===== src/rtl/rand_scheduler_if.sv =====
// ---------------------------------------------------------------------------
// rand_scheduler_if
// Groups the requester-side signals of rand_scheduler into one bundle.
//
// Signals:
//   req       [3:0]  per-requester level request for one random byte
//   bound     [31:0] per-requester exclusive upper limit, requester i on
//                    bits [8i+7:8i]; 0 selects the full range 0..255
//   rand_in   [7:0]  free-running LFSR value, new every cycle
//   valid_out [3:0]  one-hot single-cycle result strobe
//   data_out  [7:0]  result byte, held until the next result
//   busy             high whenever the scheduler is not idle
//
// Modports:
//   master  the requester/LFSR side (drives req, bound, rand_in)
//   slave   the scheduler itself
// ---------------------------------------------------------------------------
interface rand_scheduler_if;
  logic [3:0]  req;
  logic [31:0] bound;
  logic [7:0]  rand_in;
  logic [3:0]  valid_out;
  logic [7:0]  data_out;
  logic        busy;

  modport master (
    output req,
    output bound,
    output rand_in,
    input  valid_out,
    input  data_out,
    input  busy
  );

  modport slave (
    input  req,
    input  bound,
    input  rand_in,
    output valid_out,
    output data_out,
    output busy
  );
endinterface


===== src/rtl/rand_scheduler.sv =====
// ---------------------------------------------------------------------------
// rand_scheduler
// Shares one free-running random source among NREQ requesters. Each granted
// requester receives one byte uniformly reduced below its own bound using
// rejection sampling; after MAX_RETRY rejected samples the last candidate is
// folded into range by subtracting the bound, so every service finishes in a
// bounded number of cycles.
//
// Ports:
//   clk          system clock, all state changes on the rising edge
//   rst          synchronous active-high reset
//   bus          rand_scheduler_if.slave (req, bound, rand_in in;
//                valid_out, data_out, busy out)
//   o_dbg_state  current FSM state (IDLE=0, SAMPLE=1, DONE=2)
//
// Handshake: there is no ready/back-pressure. A requester holds req high at
// level until it sees its own valid_out bit, which is a one-cycle strobe;
// data_out is meaningful in that cycle and holds until the next result. The
// requester drops req in the cycle after the strobe, otherwise it simply
// re-enters arbitration behind the other requesters.
// ---------------------------------------------------------------------------
module rand_scheduler #(
  parameter int NREQ      = 4,   // fixed at 4 for this revision
  parameter int MAX_RETRY = 8
) (
  input  logic             clk,
  input  logic             rst,
  rand_scheduler_if.slave  bus,
  output logic [1:0]       o_dbg_state
);

  localparam int IDW = $clog2(NREQ);
  localparam int RW  = (MAX_RETRY > 1) ? $clog2(MAX_RETRY) : 1;

  typedef enum logic [1:0] {
    IDLE   = 2'd0,
    SAMPLE = 2'd1,
    DONE   = 2'd2
  } state_t;

  // -------------------------------------------------------------------------
  // Registers
  // -------------------------------------------------------------------------
  state_t           r_state;
  logic [IDW-1:0]   r_id;      // requester currently being served
  logic [7:0]       r_bound;   // its bound, frozen at grant
  logic [RW-1:0]    r_retry;   // rejections so far in this service
  logic [IDW-1:0]   r_last;    // most recently served requester
  logic [7:0]       r_data;    // last result

  // -------------------------------------------------------------------------
  // Combinational signals
  // -------------------------------------------------------------------------
  state_t           w_next_state;
  logic             w_grant_any;
  logic [IDW-1:0]   w_grant_id;
  logic [7:0]       w_grant_bound;
  logic [7:0]       w_bm1;
  logic [7:0]       w_smear1;
  logic [7:0]       w_smear2;
  logic [7:0]       w_mask;
  logic [7:0]       w_cand;
  logic             w_accept;
  logic [7:0]       w_result;
  logic             w_last_try;

  // -------------------------------------------------------------------------
  // Round-robin arbitration. The search starts at r_last+1; walking the
  // offsets from farthest to nearest lets the nearest requesting index win.
  // An offset of NREQ wraps back onto r_last itself, so the previous winner
  // has the lowest priority.
  // -------------------------------------------------------------------------
  always_comb begin
    logic [IDW-1:0] idx;
    idx         = '0;
    w_grant_any = 1'b0;
    w_grant_id  = r_last;
    for (int k = NREQ; k >= 1; k--) begin
      idx = r_last + IDW'(k);
      if (bus.req[idx]) begin
        w_grant_any = 1'b1;
        w_grant_id  = idx;
      end
    end
  end

  assign w_grant_bound = bus.bound[{w_grant_id, 3'b000} +: 8];

  // -------------------------------------------------------------------------
  // Sampling mask: smallest 2^k-1 covering bound-1. Smearing the top set bit
  // of bound-1 downwards produces exactly that value (bound 1 -> 0,
  // bound 200 -> 255). When r_bound is 0 the mask is unused.
  // -------------------------------------------------------------------------
  assign w_bm1    = r_bound - 8'd1;
  assign w_smear1 = w_bm1    | (w_bm1    >> 1);
  assign w_smear2 = w_smear1 | (w_smear1 >> 2);
  assign w_mask   = w_smear2 | (w_smear2 >> 4);
  assign w_cand   = bus.rand_in & w_mask;

  assign w_last_try = (r_retry == RW'(MAX_RETRY - 1));

  // Accept/reject decision for the current SAMPLE cycle.
  always_comb begin
    w_accept = 1'b0;
    w_result = w_cand;
    if (r_bound == 8'd0) begin
      w_accept = 1'b1;
      w_result = bus.rand_in;
    end else if (w_cand < r_bound) begin
      w_accept = 1'b1;
      w_result = w_cand;
    end else if (w_last_try) begin
      // cand <= mask < 2*bound, so cand-bound is always below bound.
      w_accept = 1'b1;
      w_result = w_cand - r_bound;
    end
  end

  // -------------------------------------------------------------------------
  // FSM next state
  // -------------------------------------------------------------------------
  always_comb begin
    w_next_state = r_state;
    case (r_state)
      IDLE:    if (w_grant_any) w_next_state = SAMPLE;
      SAMPLE:  if (w_accept)    w_next_state = DONE;
      DONE:    w_next_state = IDLE;
      default: w_next_state = IDLE;
    endcase
  end

  // -------------------------------------------------------------------------
  // State and datapath registers
  // -------------------------------------------------------------------------
  always_ff @(posedge clk) begin
    if (rst) begin
      r_state <= IDLE;
      r_id    <= '0;
      r_bound <= '0;
      r_retry <= '0;
      r_last  <= IDW'(NREQ - 1);   // requester 0 gets first priority
      r_data  <= '0;
    end else begin
      r_state <= w_next_state;
      case (r_state)
        IDLE: begin
          if (w_grant_any) begin
            r_id    <= w_grant_id;
            r_bound <= w_grant_bound;
            r_retry <= '0;
          end
        end
        SAMPLE: begin
          if (w_accept) begin
            r_data <= w_result;
            r_last <= r_id;
          end else begin
            r_retry <= r_retry + RW'(1);
          end
        end
        default: ;
      endcase
    end
  end

  // -------------------------------------------------------------------------
  // Outputs. valid_out is decoded from DONE so it can never be set in any
  // other state and is one-hot by construction.
  // -------------------------------------------------------------------------
  assign bus.valid_out = (r_state == DONE) ? (NREQ'(1) << r_id) : '0;
  assign bus.data_out  = r_data;
  assign bus.busy      = (r_state != IDLE);
  assign o_dbg_state   = r_state;

endmodule


===== src/flat_wrapper.sv =====
// flat-port wrapper written by rule: the top's interface ports become plain ports
module rand_scheduler_flat 
#(
  parameter int NREQ      = 4,                                  
  parameter int MAX_RETRY = 8
)
  (clk, rst, o_dbg_state, bus_req, bus_bound, bus_rand_in, bus_valid_out, bus_data_out, bus_busy);
  rand_scheduler_if bus_i ();
  input  logic clk;
  input  logic rst;
  output logic [1:0] o_dbg_state;
  input wire logic [$bits(bus_i.req)-1:0] bus_req;
  input wire logic [$bits(bus_i.bound)-1:0] bus_bound;
  input wire logic [$bits(bus_i.rand_in)-1:0] bus_rand_in;
  output wire logic [$bits(bus_i.valid_out)-1:0] bus_valid_out;
  output wire logic [$bits(bus_i.data_out)-1:0] bus_data_out;
  output wire logic [$bits(bus_i.busy)-1:0] bus_busy;
  assign bus_i.req = bus_req;
  assign bus_i.bound = bus_bound;
  assign bus_i.rand_in = bus_rand_in;
  assign bus_valid_out = bus_i.valid_out;
  assign bus_data_out = bus_i.data_out;
  assign bus_busy = bus_i.busy;
  rand_scheduler #(.NREQ(NREQ), .MAX_RETRY(MAX_RETRY)) u_core (.clk(clk), .rst(rst), .bus(bus_i), .o_dbg_state(o_dbg_state));
endmodule

===== config.mk =====
export PLATFORM = sky130hd
export DESIGN_NAME = rand_scheduler_flat
export DESIGN_NICKNAME = d
export VERILOG_FILES = /design/src/rtl/rand_scheduler_if.sv /design/src/rtl/rand_scheduler.sv /design/src/flat_wrapper.sv
export SDC_FILE = /design/constraint.sdc
export NUM_CORES = 1
export LEC_CHECK = 0
export ABC_AREA = 1
export BUFFER_PORTS_ARGS = -buffer_cell sky130_fd_sc_hd__buf_2
export CORE_UTILIZATION = 25
export DETAILED_ROUTE_END_ITERATION = 16
export PLACE_DENSITY = 0.54
export SYNTH_ARGS = -nofsm -noshare
export SYNTH_HDL_FRONTEND = slang
export SYNTH_SLANG_ARGS = --single-unit

===== constraint.sdc =====
create_clock -name clk -period 2.62 [get_ports clk]
set_input_delay 0.131 -clock clk [delete_from_list [all_inputs] [get_ports clk]]
set_output_delay 0.131 -clock clk [all_outputs]
set_load 0.01 [all_outputs]

# Yosys cells after proc, flatten, opt, wreduce, memory -nomap -nowiden
# Cells that the tools add are included.
# W data, S select, Z words.
[op_classes] eq_ne=6 bitwise_logic=4 n_lt_le_gt_ge=5 mux=28 reduce_logical=8 n_shift=2 add_sub_neg=6
[op_table] op="$shiftx A32 B6 Y8" n=1
[op_table] op="$mux W8" n=3
[op_table] op="$lt A2 B3 Y1 const B" n=4
[op_table] op="$mux W1" n=11
[op_table] op="$mux W2" n=5
[op_table] op="$and A8 B8 Y8" n=1
[op_table] op="$bmux W1 S2" n=4
[op_table] op="$logic_not A8 Y1" n=1
[op_table] op="$lt A8 B8 Y1" n=1
[op_table] op="$or A8 B4 Y8" n=1
[op_table] op="$or A8 B6 Y8" n=1
[op_table] op="$or A8 B7 Y8" n=1
[op_table] op="$sub A8 B1 Y8 const B" n=1
[op_table] op="$sub A8 B8 Y8" n=1
[op_table] op="$mux W3" n=2
[op_table] op="$pmux W3 S2" n=1
[op_table] op="$reduce_and A2 Y1" n=3
[op_table] op="$add A2 B2 Y2 const B" n=2
[op_table] op="$mux W4" n=1
[op_table] op="$ne A2 B1 Y1 const B" n=2
[op_table] op="$pmux W2 S2" n=1
[op_table] op="$reduce_bool A2 Y1" n=2
[op_table] op="$shl A1 B2 Y4 const A" n=1
[op_table] op="$add A3 B1 Y3 const B" n=1
[op_table] op="7 further kinds" n=7
[totals] input_bits=46 wordCells=65 regBits=25 out_inout_bits=15

# Longest topological paths before layout
# Gate-level depths: netlist of the first run.
[logic_depth] word_depth=10 depth_mapped=25 mapped_depth_nobuf=25

# Least setup slack after synthesis of the first run
# OpenSTA, ideal clock, no wires.
[synth_path] path_type="reg2reg" startpoint="register u_core.r_bound[1]" endpoint="register u_core.r_data[5] (netlist: u_core.bus.data_out[5])" setup_ns=0.122 path_buffers=1 synth_period_minus_slack_ns=2.882 path_stages_with_launch=22 slack_ns=-0.262 t_arrival_ns=2.760 path_cell_list="dfxtp_1 > inv_1 > ha_1 > xnor2_1 > inv_1 > nor3_1 > nand3_1 > nand2_1 > ha_1 > inv_1 > fa_1 > nand2_1 > nand3_1 > nand2_1 > nand2_1 > nand2_2 > nand2_4 > nand2_1 > nand2_2 > buf_6 > a21oi_1 > a21oi_1"
[synth_via] elab_chain_cells=9 elab_cells_between_ends=14
[synth_lines] item="from (decl)" line="rand_scheduler.sv:46" rtl="logic [7:0] r_bound;"
[synth_lines] item="from (signal assigned)" line="rand_scheduler.sv:149" rtl="r_bound <= w_grant_bound;"
[synth_lines] item="$sub A8 B1 Y8" line="rand_scheduler.sv:94" rtl="assign w_bm1 = r_bound - 8'd1;"
[synth_lines] item="$or A8 B7 Y8" line="rand_scheduler.sv:95" rtl="assign w_smear1 = w_bm1 | (w_bm1 >> 1);"
[synth_lines] item="$or A8 B6 Y8" line="rand_scheduler.sv:96" rtl="assign w_smear2 = w_smear1 | (w_smear1 >> 2);"
[synth_lines] item="$or A8 B4 Y8" line="rand_scheduler.sv:97" rtl="assign w_mask = w_smear2 | (w_smear2 >> 4);"
[synth_lines] item="$and A8 B8 Y8" line="rand_scheduler.sv:98" rtl="assign w_cand = bus.rand_in & w_mask;"
[synth_lines] item="$sub A8 B8 Y8 / $lt A8 B8 Y1 (equally long branches)" line="rand_scheduler.sv:115, rand_scheduler.sv:109"
[synth_lines] item="$mux W8 / $mux W1 (equally long branches)" line="rand_scheduler.sv:112, rand_scheduler.sv:109"
[synth_lines] item="$mux W8 / $mux W1 (equally long branches)" line="rand_scheduler.sv:109, rand_scheduler.sv:106"
[synth_lines] item="$mux W8 / $reduce_and A2 Y1 (equally long branches)"
[synth_lines] item="to (signal assigned)" line="rand_scheduler.sv:155" rtl="r_data <= w_result;"
[synth_lines] item="to (decl)" line="rand_scheduler.sv:49" rtl="logic [7:0] r_data;"
# Several ways; a longest one is shown, not always the timed one.
# A chain may end at the register's enable or synchronous reset.

# Final worst setup path of the first run
[layout_path] startpoint="register u_core.r_bound[1]" endpoint="register u_core.r_last[1]"
[layout_via] elab_chain_cells=9 elab_cells_between_ends=10
[layout_lines] item="$sub A8 B1 Y8" line="rand_scheduler.sv:94"
[layout_lines] item="$or A8 B7 Y8" line="rand_scheduler.sv:95"
[layout_lines] item="$or A8 B6 Y8" line="rand_scheduler.sv:96"
[layout_lines] item="$or A8 B4 Y8" line="rand_scheduler.sv:97"
[layout_lines] item="$and A8 B8 Y8" line="rand_scheduler.sv:98"
[layout_lines] item="$lt A8 B8 Y1" line="rand_scheduler.sv:109" rtl="end else if (w_cand < r_bound) begin"
[layout_lines] item="$mux W1" line="rand_scheduler.sv:109"
[layout_lines] item="$mux W1 *" line="rand_scheduler.sv:106" rtl="if (r_bound == 8'd0) begin"
[layout_lines] item="$reduce_and A2 Y1 (no line) *"
[layout_lines] item="to (signal assigned)" line="rand_scheduler.sv:141" rtl="r_last <= IDW'(NREQ - 1);"
[layout_lines] item="to (signal assigned)" line="rand_scheduler.sv:156" rtl="r_last <= r_id;"
[layout_lines] item="to (decl)" line="rand_scheduler.sv:48" rtl="logic [IDW-1:0] r_last;"
# Every way passes the cells marked *; elsewhere a longest branch is shown, timed or not.

==> results of run 1 <==
logic make-up (layout without fill, tap and decap cells):
kind of cell / Yosys count / after routing / share of synthesized area (%)
AO/OA/AOI/OAI: 41 / 41 / 9.18
XOR/XNOR: 9 / 9 / 3.31
adder cells (fa/ha/maj): 13 / 13 / 7.14
buffers and inverters: 84 / 191 / 14.5
flip-flops: 25 / 25 / 21.0
AND/OR/NAND/NOR: 236 / 237 / 44.9
layout make-up:
| class | count | area (um2) |
|---|---|---|
| fill | 984 | 5600 |
| tap | 129 | 161 |
| timing repair buffer | 111 | 694 |
| clock inverter | 1 | 5.00 |
| multi-input combinational | 300 | 1930 |
| sequential | 25 | 512 |
| inverter | 76 | 298 |
| clock buffer | 3 | 41.3 |
per-layer routing:
| layer | share of wire, % | track usage (%) |
|---|---|---|
| met1 | 45 | 19.6 |
| met2 | 49 | 26.3 |
| met3 | 4.0 | 1.55 |
| met4 | 2.0 | 4.41 |
| met5 | 0 | 0 |
flip-flops by register name, indices dropped and copies added, names as in the netlist:
signal and count:
u_core.bus.data_out 8, u_core.o_dbg_state 2, u_core.r_bound 8, u_core.r_id 2
u_core.r_last 2, u_core.r_retry 3
stage by stage:
step	instance area, um2	total power [mW]	setup TNS, ns	cells	hold slack, ns
after floorplan	2420	2.74	0	408	0.266
after global placement	3100	3.65	-2.01	626	0.457
after detailed placement	3100	3.66	-2.57	626	0.461
after CTS	3370	4.28	-0.888	644	0.158
after global routing	3640	5.38	-3.50	645	0.186
final	3640	4.88	-0.768	645	0.187
worst max-delay path, stage by stage (launching register included):
cell      delay (ns)
dfxtp_4         0.37
inv_4           0.06
ha_4            0.18
nand3_2         0.09
nand2_2         0.09
nand2_4         0.07
nor2_4          0.14
nand3_2         0.09
nand2_2         0.09
ha_4            0.13
inv_2           0.04
fa_2            0.33
nand2_1         0.08
nand3_2         0.06
nand2_1         0.06
nand2_1         0.06
nand2_2         0.08
nand2_4         0.09
nand2_4         0.11
nand2_8         0.08
buf_6           0.17
nand2_2         0.04
o211ai_1        0.07
power breakdown:
part | total, mW | internal, mW | switching (mW) | leakage (nW)
Clock | 0.232 | 0.106 | 0.125 | 0.0255
Sequential | 0.657 | 0.525 | 0.132 | 0.208
Combinational | 3.99 | 1.67 | 2.32 | 1.70
Total | 4.88 | 2.30 | 2.57 | 1.93
worst paths after layout:
check	start	end	slack (ns)
worst max-delay path	u_core.r_bound[1]$_SDFFE_PP0P_	u_core.r_last[1]$_SDFFE_PP1P_	-0.10
worst min-delay path	bus_rand_in[2]	u_core.bus.data_out[2]$_SDFFE_PP0P_	0.19
worst max register to register	u_core.r_bound[1]$_SDFFE_PP0P_	u_core.r_last[1]$_SDFFE_PP1P_	-0.10
worst min register to register	u_core.r_retry[2]$_SDFFE_PP0P_	u_core.r_retry[2]$_SDFFE_PP0P_	0.47
timing repair:
item                                    CTS  global route
setup buffers                            13             2
pin swaps                                 9            18
endpoints found under the setup margin   15            15
resized for setup                        28            72
cloned                                    1             0
cell usage in the layout (no fill, tap or decap), types with 4 or more instances in the layout:
cell type	count
nand2_1	98
inv_1	64
buf_2	60
buf_4	48
nand3_1	39
nand2_2	26
dfxtp_1	20
nor2_1	17
a21oi_1	16
nand3_2	10
nand3b_1	10
nor2_2	9
inv_2	9
nand2_4	7
a21oi_2	7
nor2_4	6
o21ai_0	6
ha_1	6
ha_4	6
nand4_1	5
nor3_1	4
xor2_1	4
o211ai_1	4
==> metrics.yaml, run 1 <==
maxCapViolCount: 0
row_count: 35
synth_commonest_cells: "123 x nand2_1, 71 x inv_1, 48 x nand3_1"
fin_crit_ns: 2.72
ant_nets: 0
synth_top_area_share_pct: 21.0
timing.slew.headroom_pct: 46.7
die_h_um: 99.7
syn_avg_cell_area_um2: 5.85
worst-endpoint-required_ns: 2.76
grt_pass1_vias: 2736
ys_warn_count: 0
worstHoldPathType: "in2reg"
syn_inst: 408
worst_slew_pin_slew_ns: 0.797
drive_gt1_share_pct: 41.9
hold_depth: 3
synth.ff_latch_count: 25
synth_cell_types: 29
place_hpwl_um: 5750
synth.most_common_cell: "nand2_1"
clkLatencyLatePin_ns: 0.27
clock-sinks: 25
synthTopCellsByArea: "dfxtp_1 21%, nand2_1 19%, inv_1 11%"
drt_pre_antenna_iters: 4
drt_iter0_drc: 165
fin_util_pct: 39.4
setup_ws_ns: -0.104
cts.clk_slew.worst_paths_ns: 0.09
numPortBuffers: 60
area_growth_pct: 52.8
worst-endpoint-arrival_ns: 2.86
finClkSkew_ns: 0.00606
grt_max_degree: 18
via_count: 2889
setup_viol: 13
async_reset_ff_share_pct: 0
core-area_mm2: 0.00924
cts_htree_levels: 1
fmax_mhz: 367
r2r_cells: 22
grt-ovfl-total: 0
nNetsFinal: 576
cts_tree: "yes"
fp.dieArea_mm2: 0.00993
syn_area_mm2: 0.00238
ys.flop_type: "dfxtp_1"
end_kind: "flip-flop"
io_pins: 61
post_drt_wl_per_cell_um: 11.7
grt_usage_pct: 15.1
synth_largest_area_cell: "dfxtp_1"
routed_wl_um: 7530
cts_inserted_buffers: 3
failed_checks: "setup timing"
drv_slew: 0
p_leak_nw: 1.93
route.detailed.drc: 0
rsz0062_at_grt: "yes"
status: "finished with violations"
initial_core_util_pct: 25.8
power_density_mw_per_mm2: 1340
vdd_drop_max_v: 0.000479
synth_edf_count: 0
grt_pass1_wl_um: 12200
n_antenna_cell: 0
ctsHoldBuffers: 0
synth.net_count: 467
place_congestion: 0.823
via_per_inst: 4.48
clockBufferDepth: 2
worstSetupPathType: "reg2reg"
cts_root_buffer: "clkbuf_8"
worst_setup_path_start_kind: "flip-flop"
antenna_found_initial: 0
die_w_um: 99.7
crit_fanout: 6
finalCritPeriodShare_pct: 104
pre_cts_ws_ns: -0.243
yosysSeqAreaShare_pct: 21.0
finalHoldViolations: 0
Power figures use the tool's default switching activity.
==> run 2, diff against run 1 <==
--- a/config.mk
+++ b/config.mk
@@ -7,9 +7,12 @@
 export LEC_CHECK = 0
 export ABC_AREA = 1
 export BUFFER_PORTS_ARGS = -buffer_cell sky130_fd_sc_hd__buf_2
+export CELL_PAD_IN_SITES_DETAIL_PLACEMENT = 0
+export CELL_PAD_IN_SITES_GLOBAL_PLACEMENT = 1
+export CORE_MARGIN = 2
 export CORE_UTILIZATION = 25
 export DETAILED_ROUTE_END_ITERATION = 16
-export PLACE_DENSITY = 0.54
+export PLACE_DENSITY = 0.71
 export SYNTH_ARGS = -nofsm -noshare
 export SYNTH_HDL_FRONTEND = slang
 export SYNTH_SLANG_ARGS = --single-unit
==> run 2 against run 1 <==
Net effect:
- the run still ends with setup timing left
- worst hold slack got worse by 0.013 ns
- critical path type unchanged
- fmax down 0.26%
- global-route usage decreased by 0.30 points
- die area is 4.1% higher
- highest routed layer unchanged
- combinational power decreased by 11%
- first-iteration DRC count is 47% lower
- sequential power hardly changed
- largest power group unchanged
==> metrics.yaml, run 2 (synthesized netlist as in run 1, its figures left out) <==
grt_max_degree: 18  # unchanged
cts_root_buffer: "clkbuf_8"  # unchanged
finClkSkew_ns: 0.00334  # was 0.00606 ns
row_count: 35  # unchanged
cpMaxStageDelayCell: "dfxtp_4"  # unchanged
initial_core_util_pct: 25.8  # unchanged
via_per_inst: 4.35  # was 4.48
finalCritPeriodShare_pct: 104  # about the same
worst-endpoint-required_ns: 2.76  # about the same
ant_nets: 0  # unchanged
grt_usage_pct: 14.8  # was 15.1%
numPortBuffers: 60  # unchanged
core-area_mm2: 0.00924  # unchanged
io_pins: 61  # unchanged
path_cells: "inv_4, ha_4, xnor2_2, inv_1, nor3_2, nand3_1, nand2_1, ha_2, inv_2, fa_2, nand2_2, nand3_2, nand2_1, nand2_1, nand2_2, nand2_4, nand2_4, nand2_4, buf_6, nand2_2, o211ai_1"  # was inv_4, ha_4, nand3_2, nand2_2, nand2_4, nor2_4, nand3_2, nand2_2, ha_4, inv_2, fa_2, nand2_1, nand3_2, nand2_1, nand2_1, nand2_2, nand2_4, nand2_4, nand2_8, buf_6, nand2_2, o211ai_1
cts_tree: "yes"  # unchanged
crit_buf_inv: 4  # was 3
drt_pre_antenna_iters: 4  # unchanged
clock-sinks: 25  # unchanged
power_density_mw_per_mm2: 1290  # was 1340 mW/mm2
fmax_mhz: 366  # was 367 MHz
nNetsFinal: 580  # was 576
finalHoldViolations: 0  # unchanged
via_count: 2826  # was 2889
worstHoldPathType: "in2reg"  # unchanged
crit_fanout: 5  # was 6
setup_viol: 14  # was 13
n_antenna_cell: 0  # unchanged
grt_pass1_vias: 2797  # was 2736
clockBufferDepth: 2  # unchanged
routed_wl_um: 7400  # was 7530 um
failed_checks: "setup timing"  # unchanged
cts.clk_slew.worst_paths_ns: 0.09  # about the same
drive_gt1_share_pct: 35.6  # was 41.9%
grt-ovfl-total: 0  # unchanged
layout_common_cells: "112 x nand2_1, 66 x inv_1, 60 x buf_2"  # was 98 x nand2_1, 64 x inv_1, 60 x buf_2
fin_crit_ns: 2.73  # was 2.72 ns
cp_slowest_stage_delay_ns: 0.38  # was 0.37 ns
end_kind: "flip-flop"  # unchanged
timing.slew.headroom_pct: 58.5  # was 46.7%
hold_ws_ns: 0.174  # was 0.187 ns
worst_slew_pin_slew_ns: 0.621  # was 0.797 ns
die_h_um: 102  # was 99.7 um
power_mw: 4.45  # was 4.88 mW
fp.dieArea_mm2: 0.0103  # was 0.00993 mm2
clkLatencyLatePin_ns: 0.27  # about the same
pre_cts_ws_ns: -0.265  # was -0.243 ns
fillerInstances: 1022  # was 984
worst-endpoint-arrival_ns: 2.88  # was 2.86 ns
ctsHoldBuffers: 0  # unchanged
worst_setup_path_start_kind: "flip-flop"  # unchanged
layout_commonest_cell: "nand2_1"  # unchanged
seqCellArea_um2: 514  # was 512 um2
setup_ws_ns: -0.111  # was -0.104 ns
cts_htree_levels: 1  # unchanged
multi_input_area_mm2: 0.00172  # was 0.00193 mm2
antenna_found_initial: 0  # unchanged
fin_util_pct: 37.5  # was 39.4%
vdd_drop_max_v: 0.000391  # was 0.000479 V
critPathTopFamily: "simple AND/OR/NAND/NOR gates"  # unchanged
post_drt_wl_per_cell_um: 11.4  # was 11.7 um
place_hpwl_um: 6010  # was 5750 um
worstSetupPathType: "reg2reg"  # unchanged
place_congestion: 0.851  # was 0.823
grt_pass1_wl_um: 12200  # unchanged
p_leak_nw: 1.93  # about the same
drt_iter0_drc: 87  # was 165
rsz0062_at_grt: "yes"  # unchanged
route.detailed.drc: 0  # unchanged
area_growth_pct: 45.2  # was 52.8%
die_w_um: 102  # was 99.7 um
drv_slew: 0  # unchanged
maxCapViolCount: 0  # unchanged
cts_inserted_buffers: 3  # unchanged
status: "finished with violations"  # unchanged
==> run 2: cell count changes in the layout (fill, tap and decap cells not counted), sizes merged <==
cell    before  now
buf        111  115
clkbuf       3    4
clkinv       1    0
==> run 2: timing repair <==
action	4_1_cts	5_1_grt
pin swaps	22	6
gates resized for setup	41	10
cloned	1	0
buffers inserted	18	2
setup endpoints to repair	15	15
==> run 2: final timing paths <==
| check | endpoint | slack [ns] | start | cells past startpoint |
|---|---|---|---|---|
| setup / recovery | u_core.r_last[0]$_SDFFE_PP1P_ | -0.11 | u_core.r_bound[1]$_SDFFE_PP0P_ | 21 |
| hold / removal | u_core.bus.data_out[6]$_SDFFE_PP0P_ | 0.17 | bus_rand_in[6] | 3 |
| setup reg to reg | u_core.r_last[0]$_SDFFE_PP1P_ | -0.11 | u_core.r_bound[1]$_SDFFE_PP0P_ | 21 |
| hold reg to reg | u_core.bus.data_out[1]$_SDFFE_PP0P_ | 0.47 | u_core.bus.data_out[1]$_SDFFE_PP0P_ | 2 |
==> run 2: metrics by stage <==
step           cell area [um2]  setup TNS, ns  std cells
2_1_floorplan             2420              0        408
3_3_place_gp              3100          -1.88        624
3_5_place_dp              3100          -2.93        624
4_1_cts                   3430         -0.889        647
5_1_grt                   3460          -4.02        649
6_report                  3460         -0.943        649
==> run 2: layout make-up <==
class	count	share of cell area (%)
Inverter	76	8.46
Tap cell	129	4.66
Timing Repair Buffer	115	21.1
Clock buffer	4	1.30
Multi-Input combinational cell	300	49.7
Sequential cell	25	14.9
==> run 2: worst register-to-register path, stage by stage (launching register included) <==
cell and delay, ns:
dfxtp_4 0.38, inv_4 0.04, ha_4 0.17, xnor2_2 0.14, inv_1 0.08, nor3_2 0.16
nand3_1 0.09, nand2_1 0.09, ha_2 0.18, inv_2 0.05, fa_2 0.35, nand2_2 0.08
nand3_2 0.06, nand2_1 0.06, nand2_1 0.06, nand2_2 0.08, nand2_4 0.09, nand2_4 0.09
nand2_4 0.08, buf_6 0.17, nand2_2 0.05, o211ai_1 0.08
==> run 2: power by group <==
group	switching (mW)	total (mW)	internal, mW
sequential	0.129	0.656	0.527
combinational	2.04	3.57	1.53
clock	0.124	0.233	0.109
==> run 2: per-layer routing <==
metal | up-vias | part of all wire [%] | track usage [%]
met4 | 0 | 2.1 | 4.89
met1 | 1236 | 46 | 18.4
met3 | 13 | 3.5 | 1.59
met5 | - | 0 | 0
li1 | 1516 | - | -
met2 | 61 | 49 | 26.4
==> run 3, diff against run 2 <==
--- a/config.mk
+++ b/config.mk
@@ -6,7 +6,7 @@
 export NUM_CORES = 1
 export LEC_CHECK = 0
 export ABC_AREA = 1
-export BUFFER_PORTS_ARGS = -buffer_cell sky130_fd_sc_hd__buf_2
+export BUFFER_PORTS_ARGS = -buffer_cell sky130_fd_sc_hd__clkbuf_2
 export CELL_PAD_IN_SITES_DETAIL_PLACEMENT = 0
 export CELL_PAD_IN_SITES_GLOBAL_PLACEMENT = 1
 export CORE_MARGIN = 2
==> run 3 against run 2 <==
Net effect:
- the run still ends with setup timing left
- flip-flop and latch count unchanged
- die area unchanged
- clock-buffer cell count decreased by 1
- cell count grew 1.7%
- fmax decreased by 2.2%
- combinational power grew 5%
- utilization increased by 1.0 points
- first-iteration DRC count shrank 5.7%
- global-route usage increased by 0.12 points
- non-clock buffer count rose by 11
- final area is 2.8% higher
- clock skew increased by 0.0031 ns
- critical endpoint unchanged
- largest power group unchanged
- highest routed layer unchanged
==> metrics.yaml, run 3 (synthesized netlist as in run 1, its figures left out) <==
worst_slew_pin_slew_ns: 0.724  # was 0.621 ns
worst-endpoint-required_ns: 2.76  # about the same
ctsHoldBuffers: 0  # unchanged
cts_tree: "yes"  # unchanged
grt_pass1_vias: 2782  # was 2797
setup_viol: 15  # was 14
path_cells: "inv_4, ha_4, xnor2_2, inv_2, nor3_2, nand3_1, nand2_1, ha_2, inv_2, fa_2, nand2_2, nand3_2, nand2_1, nand2_1, nand2_2, nand2_4, nand2_4, nand2_4, buf_6, nand2_2, o211ai_1"  # was inv_4, ha_4, xnor2_2, inv_1, nor3_2, nand3_1, nand2_1, ha_2, inv_2, fa_2, nand2_2, nand3_2, nand2_1, nand2_1, nand2_2, nand2_4, nand2_4, nand2_4, buf_6, nand2_2, o211ai_1
dp_cells: 625  # was 624
route.detailed.drc: 0  # unchanged
layout_commonest_cell: "nand2_1"  # unchanged
rsz0062_at_grt: "yes"  # unchanged
grt_pass1_wl_um: 12400  # was 12200 um
layout_common_cells: "112 x nand2_1, 65 x inv_1, 63 x buf_4"  # was 112 x nand2_1, 66 x inv_1, 60 x buf_2
finalHoldViolations: 0  # unchanged
worst_setup_path_start_kind: "flip-flop"  # unchanged
core-area_mm2: 0.00924  # unchanged
post_drt_wl_per_cell_um: 11.4  # about the same
initial_core_util_pct: 25.8  # unchanged
cp_slowest_stage_delay_ns: 0.39  # was 0.38 ns
cts_htree_levels: 1  # unchanged
power_density_mw_per_mm2: 1300  # was 1290 mW/mm2
clock-sinks: 25  # unchanged
cts.clk_slew.worst_paths_ns: 0.10  # was 0.09 ns
timing.slew.headroom_pct: 51.5  # was 58.5%
crit_buf_inv: 4  # unchanged
drive_gt1_share_pct: 36.3  # was 35.6%
antenna_found_initial: 0  # unchanged
end_kind: "flip-flop"  # unchanged
n_antenna_cell: 0  # unchanged
area_growth_pct: 49.2  # was 45.2%
ant_nets: 0  # unchanged
via_per_inst: 4.30  # was 4.35
row_count: 35  # unchanged
die_h_um: 102  # unchanged
routed_wl_um: 7530  # was 7400 um
clockBufferDepth: 2  # unchanged
status: "finished with violations"  # unchanged
via_count: 2836  # was 2826
worstHoldPathType: "in2reg"  # unchanged
final-instance-count-excl-fill: 660  # was 649
drv_slew: 0  # unchanged
vdd_drop_max_v: 0.000457  # was 0.000391 V
place_congestion: 0.846  # was 0.851
fmax_mhz: 358  # was 366 MHz
failed_checks: "setup timing"  # unchanged
die_w_um: 102  # unchanged
p_leak_nw: 1.98  # was 1.93 nW
cts_inserted_buffers: 3  # unchanged
grt-ovfl-total: 0  # unchanged
finalCritPeriodShare_pct: 107  # was 104%
worst-endpoint-arrival_ns: 2.93  # was 2.88 ns
setup_ws_ns: -0.172  # was -0.111 ns
maxCapViolCount: 0  # unchanged
finalSetupTns_ns: -1.98  # was -0.943 ns
critPathTopFamily: "simple AND/OR/NAND/NOR gates"  # unchanged
finClkSkew_ns: 0.00644  # was 0.00334 ns
cts_root_buffer: "clkbuf_8"  # unchanged
crit_fanout: 6  # was 5
fin_crit_ns: 2.79  # was 2.73 ns
numPortBuffers: 60  # unchanged
nNetsFinal: 591  # was 580
io_pins: 61  # unchanged
grt_max_degree: 18  # unchanged
fp.dieArea_mm2: 0.0103  # unchanged
drt_iter0_drc: 82  # was 87
drt_pre_antenna_iters: 4  # unchanged
worstSetupPathType: "reg2reg"  # unchanged
clkLatencyLatePin_ns: 0.28  # was 0.27 ns
cpMaxStageDelayCell: "dfxtp_4"  # unchanged
grt_usage_pct: 14.9  # was 14.8%
place_hpwl_um: 6000  # was 6010 um
==> run 3: metrics by stage <==
step                      hold WS, ns  setup WS (ns)  utilization [%]  cell area [um2]  power [mW]
final                           0.171         -0.172             38.5             3560        4.64
after global routing            0.165         -0.385             38.5             3560        5.14
after CTS                       0.152         -0.116             37.9             3500        4.48
after detailed placement        0.446         -0.243             33.6             3110        3.75
after global placement          0.458         -0.197             33.6             3110        3.73
after floorplan                 0.266       0.000563                -             2420        2.74
==> run 3: worst paths after layout <==
kind,startpoint,end,slack [ns],cells after the start
worst max register to register,u_core.r_bound[1]$_SDFFE_PP0P_,u_core.r_last[0]$_SDFFE_PP1P_,-0.17,21
worst min-delay path,bus_rand_in[6],u_core.bus.data_out[6]$_SDFFE_PP0P_,0.17,3
worst max-delay path,u_core.r_bound[1]$_SDFFE_PP0P_,u_core.r_last[0]$_SDFFE_PP1P_,-0.17,21
worst min register to register,u_core.bus.data_out[0]$_SDFFE_PP0P_,u_core.bus.data_out[0]$_SDFFE_PP0P_,0.47,2
==> run 3: timing repair <==
| action | 4_1_cts | 5_1_grt |
|---|---|---|
| setup buffers | 28 | 3 |
| pin swaps | 19 | 9 |
| endpoints found under the setup margin | 15 | 15 |
| cloned | 1 | 0 |
| gates resized for setup | 39 | 11 |
==> run 3: area by class of cell <==
cell class                      count  area (um2)
Clock inverter                      1        7.51
Timing Repair Buffer              126         816
Tap cell                          129         161
Multi-Input combinational cell    300        1730
Inverter                           76         295
Fill cell                         996        5680
Clock buffer                        3        41.3
Sequential cell                    25         508
==> run 3: worst register-to-register path: stages, from the launching register on <==
cell,delay (ns)
dfxtp_4,0.39
inv_4,0.04
ha_4,0.17
xnor2_2,0.18
inv_2,0.06
nor3_2,0.16
nand3_1,0.09
nand2_1,0.09
ha_2,0.18
inv_2,0.04
fa_2,0.34
nand2_2,0.07
nand3_2,0.06
nand2_1,0.06
nand2_1,0.06
nand2_2,0.08
nand2_4,0.10
nand2_4,0.10
nand2_4,0.08
buf_6,0.17
nand2_2,0.05
o211ai_1,0.08
==> run 3: power breakdown <==
group          total [mW]  internal, mW  switching [mW]  leakage [nW]
Sequential          0.640         0.522           0.118         0.208
Clock               0.240         0.108           0.132        0.0217
Combinational        3.76          1.63            2.13          1.75
Total                4.64          2.26            2.38          1.98
==> run 3: metal layers <==
metal / track usage [%] / share of wire, %
met1: 19.1 / 46
met2: 26.6 / 49
met3: 1.38 / 3.4
met4: 3.95 / 1.8
met5: 0 / 0
